[src/rtl/logic_op_pkg.sv]
// Shared types for the logic_op_pipe datapath: operation encoding and its width.
package logic_op_pkg;

  localparam int OP_W = 3;

  typedef enum logic [OP_W-1:0] {
    OP_AND  = 3'd0,
    OP_OR   = 3'd1,
    OP_XOR  = 3'd2,
    OP_NAND = 3'd3,
    OP_NOR  = 3'd4,
    OP_XNOR = 3'd5,
    OP_NOTA = 3'd6,
    OP_ACC  = 3'd7
  } op_e;

endpackage

[src/rtl/logic_op_alu.sv]
// Combinational bitwise logic unit; OP_ACC folds operand A into the supplied accumulator base.
module logic_op_alu
  import logic_op_pkg::*;
#(
  parameter int WIDTH = 8
) (
  input  logic [WIDTH-1:0] a_i,
  input  logic [WIDTH-1:0] b_i,
  input  op_e              op_i,
  input  logic [WIDTH-1:0] acc_base_i,
  output logic [WIDTH-1:0] result_o
);

  always_comb begin
    // NOTE: default assignment first so no path through the case leaves result_o unassigned (no latch).
    result_o = '0;
    case (op_i)
      OP_AND:  result_o = a_i & b_i;
      OP_OR:   result_o = a_i | b_i;
      OP_XOR:  result_o = a_i ^ b_i;
      OP_NAND: result_o = ~(a_i & b_i);
      OP_NOR:  result_o = ~(a_i | b_i);
      OP_XNOR: result_o = ~(a_i ^ b_i);
      OP_NOTA: result_o = ~a_i;
      OP_ACC:  result_o = acc_base_i ^ a_i;
      default: result_o = '0;
    endcase
  end

endmodule

[src/rtl/logic_op_pipe.sv]
// Two-stage valid/ready bitwise logic pipeline with XOR accumulator.
// Define LOGIC_OP_FLAGS_EN to add registered out_zero/out_parity result flags.
module logic_op_pipe
  import logic_op_pkg::*;
#(
  parameter int               WIDTH    = 8,
  parameter logic [WIDTH-1:0] ACC_INIT = '0
) (
  input  logic             clk,
  input  logic             reset,
  input  logic             in_valid,
  output logic             in_ready,
  input  logic [WIDTH-1:0] inp_1,
  input  logic [WIDTH-1:0] inp_2,
  input  logic [OP_W-1:0]  op_cntrl,
  input  logic             acc_clr,
  output logic             out_valid,
  input  logic             out_ready,
  output logic [WIDTH-1:0] out
`ifdef LOGIC_OP_FLAGS_EN
  ,
  output logic             out_zero,
  output logic             out_parity
`endif
);

  logic             s1_valid_q, s1_valid_d;
  logic [WIDTH-1:0] s1_a_q, s1_a_d;
  logic [WIDTH-1:0] s1_b_q, s1_b_d;
  op_e              s1_op_q, s1_op_d;
  logic             out_valid_q, out_valid_d;
  logic [WIDTH-1:0] out_q, out_d;
  logic [WIDTH-1:0] acc_q, acc_d;

  logic             s1_adv;
  logic             accept;
  logic [WIDTH-1:0] acc_base;
  logic [WIDTH-1:0] alu_res;

  assign s1_adv   = s1_valid_q && (!out_valid_q || out_ready);
  assign in_ready = !s1_valid_q || s1_adv;
  assign accept   = in_valid && in_ready;
  // A clear in the same cycle as an accumulate takes effect before the XOR.
  assign acc_base = acc_clr ? ACC_INIT : acc_q;

  logic_op_alu #(.WIDTH(WIDTH)) u_alu (
    .a_i        (s1_a_q),
    .b_i        (s1_b_q),
    .op_i       (s1_op_q),
    .acc_base_i (acc_base),
    .result_o   (alu_res)
  );

  always_comb begin
    s1_valid_d  = s1_valid_q;
    s1_a_d      = s1_a_q;
    s1_b_d      = s1_b_q;
    s1_op_d     = s1_op_q;
    out_valid_d = out_valid_q;
    out_d       = out_q;
    acc_d       = acc_q;

    if (accept) begin
      s1_valid_d = 1'b1;
      s1_a_d     = inp_1;
      s1_b_d     = inp_2;
      s1_op_d    = op_e'(op_cntrl);
    end else if (s1_adv) begin
      s1_valid_d = 1'b0;
    end

    if (s1_adv) begin
      out_valid_d = 1'b1;
      out_d       = alu_res;
    end else if (out_ready) begin
      out_valid_d = 1'b0;
    end

    if (s1_adv && (s1_op_q == OP_ACC)) begin
      acc_d = alu_res;
    end else if (acc_clr) begin
      acc_d = ACC_INIT;
    end
  end

  always_ff @(posedge clk or posedge reset) begin
    if (reset) begin
      s1_valid_q  <= 1'b0;
      s1_a_q      <= '0;
      s1_b_q      <= '0;
      s1_op_q     <= OP_AND;
      out_valid_q <= 1'b0;
      out_q       <= '0;
      acc_q       <= ACC_INIT;
    end else begin
      // NOTE: non-blocking assignments so every register samples pre-edge values regardless of statement order.
      s1_valid_q  <= s1_valid_d;
      s1_a_q      <= s1_a_d;
      s1_b_q      <= s1_b_d;
      s1_op_q     <= s1_op_d;
      out_valid_q <= out_valid_d;
      out_q       <= out_d;
      acc_q       <= acc_d;
    end
  end

  assign out_valid = out_valid_q;
  assign out       = out_q;

`ifdef LOGIC_OP_FLAGS_EN
  logic zero_q, parity_q;

  always_ff @(posedge clk or posedge reset) begin
    if (reset) begin
      zero_q   <= 1'b1;
      parity_q <= 1'b0;
    end else if (s1_adv) begin
      zero_q   <= ~|alu_res;
      parity_q <= ^alu_res;
    end
  end

  assign out_zero   = zero_q;
  assign out_parity = parity_q;
`endif

endmodule

[config.mk]
export PLATFORM = sky130hd
export DESIGN_NAME = logic_op_pipe
export DESIGN_NICKNAME = d
export VERILOG_FILES = /design/src/rtl/logic_op_pkg.sv /design/src/rtl/logic_op_alu.sv /design/src/rtl/logic_op_pipe.sv
export SDC_FILE = /design/constraint.sdc
export NUM_CORES = 1
export LEC_CHECK = 0
export CAP_MARGIN = 20
export CORE_ASPECT_RATIO = 2
export CORE_MARGIN = 5
export CORE_UTILIZATION = 50
export DETAILED_ROUTE_END_ITERATION = 10
export PLACE_DENSITY_LB_ADDON = 0.05
export RECOVER_POWER = 50
export REMOVE_ABC_BUFFERS = 1
export SETUP_SLACK_MARGIN = 0.1
export SLEW_MARGIN = 10
export SYNTH_ARGS = -nofsm -noshare
export SYNTH_HDL_FRONTEND = slang
export SYNTH_SLANG_ARGS = --single-unit
[constraint.sdc]
create_clock -name clk -period 2.8 [get_ports clk]
set_input_delay 0.42 -clock clk [delete_from_list [all_inputs] [get_ports clk]]
set_output_delay 0.42 -clock clk [all_outputs]
set_load 0.1 [all_outputs]
==> flow_summary.json <==
{
  "dp_slack_ns": 0.782,
  "antennaDiodeCount": 0,
  "fin_ws_ns": 0.870,
  "critPathTopFamily": "buffers and inverters",
  "root_buffer": "clkbuf_8",
  "place_congestion": 0.812,
  "min_path_cells": 2,
  "timing.setup.critical_path_class": "reg -> out",
  "avgViaCountPerCell": 5.81,
  "dp_hpwl_um": 3500,
  "drive_gt1_frac": 0.142,
  "period_share": 0.689,
  "async_flop_share": 1.00,
  "rrSetupSlack_ns": 0.90,
  "rows": 35,
  "crit_fanout": 2,
  "firstDrtPassIters": 4,
  "io_pins": 34,
  "start_kind": "register",
  "critPathMaxStageDelay_ns": 0.87,
  "slew_violations": 0,
  "fin_skew_ns": 0.00637,
  "clk_pin_slew_ns": 0.07,
  "cts_tree": "yes",
  "worst_setup_path_end_kind": "output pin",
  "r2r_cells": 4,
  "via_count": 1756,
  "die_h_um": 106,
  "numPortBuffers": 33,
  "peakVddDrop_mv": 0.353,
  "start_util": 0.507,
  "hold_viol_final": 0,
  "synth_area_leaders": "dfrtp_1 40%, ha_1 8.7%, mux2_2 5.9%",
  "htree_levels": 2,
  "cellPowerDensity_nw_per_um2": 739,
  "dieArea_sq_um": 6110,
  "synth.top_cell.area_share": 0.405,
  "area_growth_pct": 16.9,
  "cts_resized": 0,
  "num-nets-final": 287,
  "clockBufferDepth": 2,
  "worst_slew_pin_slew_ns": 1.17,
  "avgSynthCellArea_sq_um": 10.7,
  "r2r-start": "s1_op_q[1]$_DFFE_PP0P_",
  "setup-tns-final_ns": 0,
  "place_area_sq_um": 2600,
  "grt_setup_unrepaired": "no",
  "synth_top_cells_by_count": "37 x dfrtp_1, 22 x inv_1, 16 x ha_1",
  "ys_seq_area_frac": 0.405,
  "cts_setup_buffers": 0,
  "maxCapViolCount": 0,
  "wl_um": 5060,
  "ys_seq_elements": 37,
  "total_leakage_power_nw": 1.17,
  "synth_edf_count": 0,
  "grt_pass1_vias": 1810,
  "r2r-end": "acc_q[0]$_DFF_PP0_",
  "setup_violations": 0,
  "slew-limit-headroom": 0.223,
  "cp_slowest_cell": "clkbuf_1",
  "crit_arrival_ns": 1.51,
  "wl_per_cell_um": 16.8,
  "outcome": "complete, no violations",
  "drtAntennaViolNets": 0,
  "grt_usage": 0.179,
  "grt_pass1_wl_um": 8560,
  "yosysUniqueCellTypes": 42,
  "yosysTopAreaCell": "dfrtp_1",
  "hold_buffers": 0,
  "yosysMostFrequentCell": "dfrtp_1",
  "grt_start_max_net_pins": 38,
  "design.core.area_sq_um": 4510,
  "clock_latency_ns": 0.29,
  "holdWs_ns": 0.503,
  "syn_area_sq_um": 2290,
  "final_area_sq_um": 2680,
  "antenna_found_initial": 0,
  "cp.buffers_inverters": 1,
  "holdCritStartpoint": "out[5]$_DFFE_PP0P_",
  "worstPathRequired_ns": 2.38,
  "netlist_instances": 214,
  "die_w_um": 57.8,
  "grt_overflow_total": 0,
  "hold_path_class": "reg -> reg",
  "max_freq_mhz": 518,
  "holdPathEnd": "out[5]$_DFFE_PP0P_",
  "clock-sinks": 37,
  "drcViolationCount": 0,
  "fin_crit_ns": 1.93,
  "synthFlopType": "dfrtp_1",
  "ys_warn_count": 0,
  "drtIter0Drc": 68,
  "cts_buffers": 5,
  "crit_chain": "clkbuf_1"
}
==> layout by cell type, fill, tap and decap left out, types with 2 or more instances in the layout <==
| cell | instances |
|---|---|
| ha_1 | 16 |
| buf_4 | 10 |
| a211oi_1 | 2 |
| a22oi_1 | 3 |
| o221ai_1 | 11 |
| dlygate4sd3_1 | 2 |
| and3_4 | 2 |
| clkdlybuf4s50_1 | 21 |
| dfrtp_1 | 37 |
| a222oi_1 | 2 |
| mux2i_1 | 5 |
| o22ai_1 | 8 |
| a21oi_1 | 15 |
| xnor2_1 | 8 |
| nand2b_1 | 14 |
| mux2_1 | 8 |
| clkbuf_1 | 4 |
| nor2_1 | 6 |
| mux2_2 | 12 |
| nand2_1 | 4 |
| o31ai_1 | 3 |
| a22o_1 | 2 |
| inv_1 | 22 |
| a2bb2oi_1 | 4 |
| nor2b_1 | 2 |
| clkbuf_8 | 6 |
==> flip-flops by register name, indices dropped and copies added, names as in the netlist <==
signal      cells
acc_q           8
s1_b_q          8
out_valid       1
out             8
s1_op_q         3
s1_a_q          8
s1_valid_q      1
==> worst reg2reg max path: stages (launching register included) <==
cell      delay (ns)
dfrtp_1         0.63
and3_1          0.52
and3_4          0.38
and3_4          0.21
a211oi_2        0.04
==> cells by family after synthesis <==
group	Yosys count	synth area share
AO/OA/AOI/OAI	57	0.183
AND/OR/NAND/NOR	37	0.0973
flip-flops	37	0.405
buffers and inverters	34	0.0765
multiplexers	25	0.120
adder cells (fa/ha/maj)	16	0.0875
XOR/XNOR	8	0.0306
==> per-stage QoR <==
step                      instances  utilization  total power [mW]
after floorplan                 203            -              1.39
after global placement          295        0.577              1.61
after detailed placement        295        0.577              1.62
after CTS                       302        0.596              2.00
after global routing            302        0.593              2.09
final                           302        0.593              1.98
==> how the worst max path moves through the flow <==
stage / cells past startpoint / from / slack (ns) / endpoint
floorplan: 3 / out_valid$_DFFE_PP0P_ / -0.29 / s1_a_q[0]$_DFFE_PP0P_
global placement: 5 / acc_clr / 0.80 / out[7]$_DFFE_PP0P_
detailed placement: 4 / out_ready / 0.78 / s1_b_q[5]$_DFFE_PP0P_
CTS: 4 / s1_op_q[1]$_DFFE_PP0P_ / 0.92 / acc_q[0]$_DFF_PP0_
global route: 4 / s1_op_q[1]$_DFFE_PP0P_ / 0.82 / acc_q[0]$_DFF_PP0_
finish: 1 / out[1]$_DFFE_PP0P_ / 0.87 / out[1]
==> power breakdown <==
| group | switching [mW] | leakage (nW) | total, mW | internal, mW |
|---|---|---|---|---|
| combinational | 0.605 | 0.684 | 0.889 | 0.284 |
| sequential | 0.0774 | 0.443 | 0.705 | 0.628 |
| clock | 0.189 | 0.0443 | 0.384 | 0.195 |
==> layer usage <==
layer  wire length [um]  up-vias  global-route usage
li1                   -      838                   -
met1               2230      846               0.222
met2               2480       66               0.297
met3                270        6              0.0306
met4                 87        0              0.0763
met5                  0        -                   0
==> cell type report <==
| type | instances | area, sq um |
|---|---|---|
| clock buffer | 7 | 86.3 |
| fill | 415 | 1830 |
| multi-input combinational | 143 | 1190 |
| sequential | 37 | 926 |
| inverter | 23 | 86.3 |
| timing repair buffer | 37 | 322 |
| tap | 55 | 68.8 |
Power figures use the tool's default switching activity.
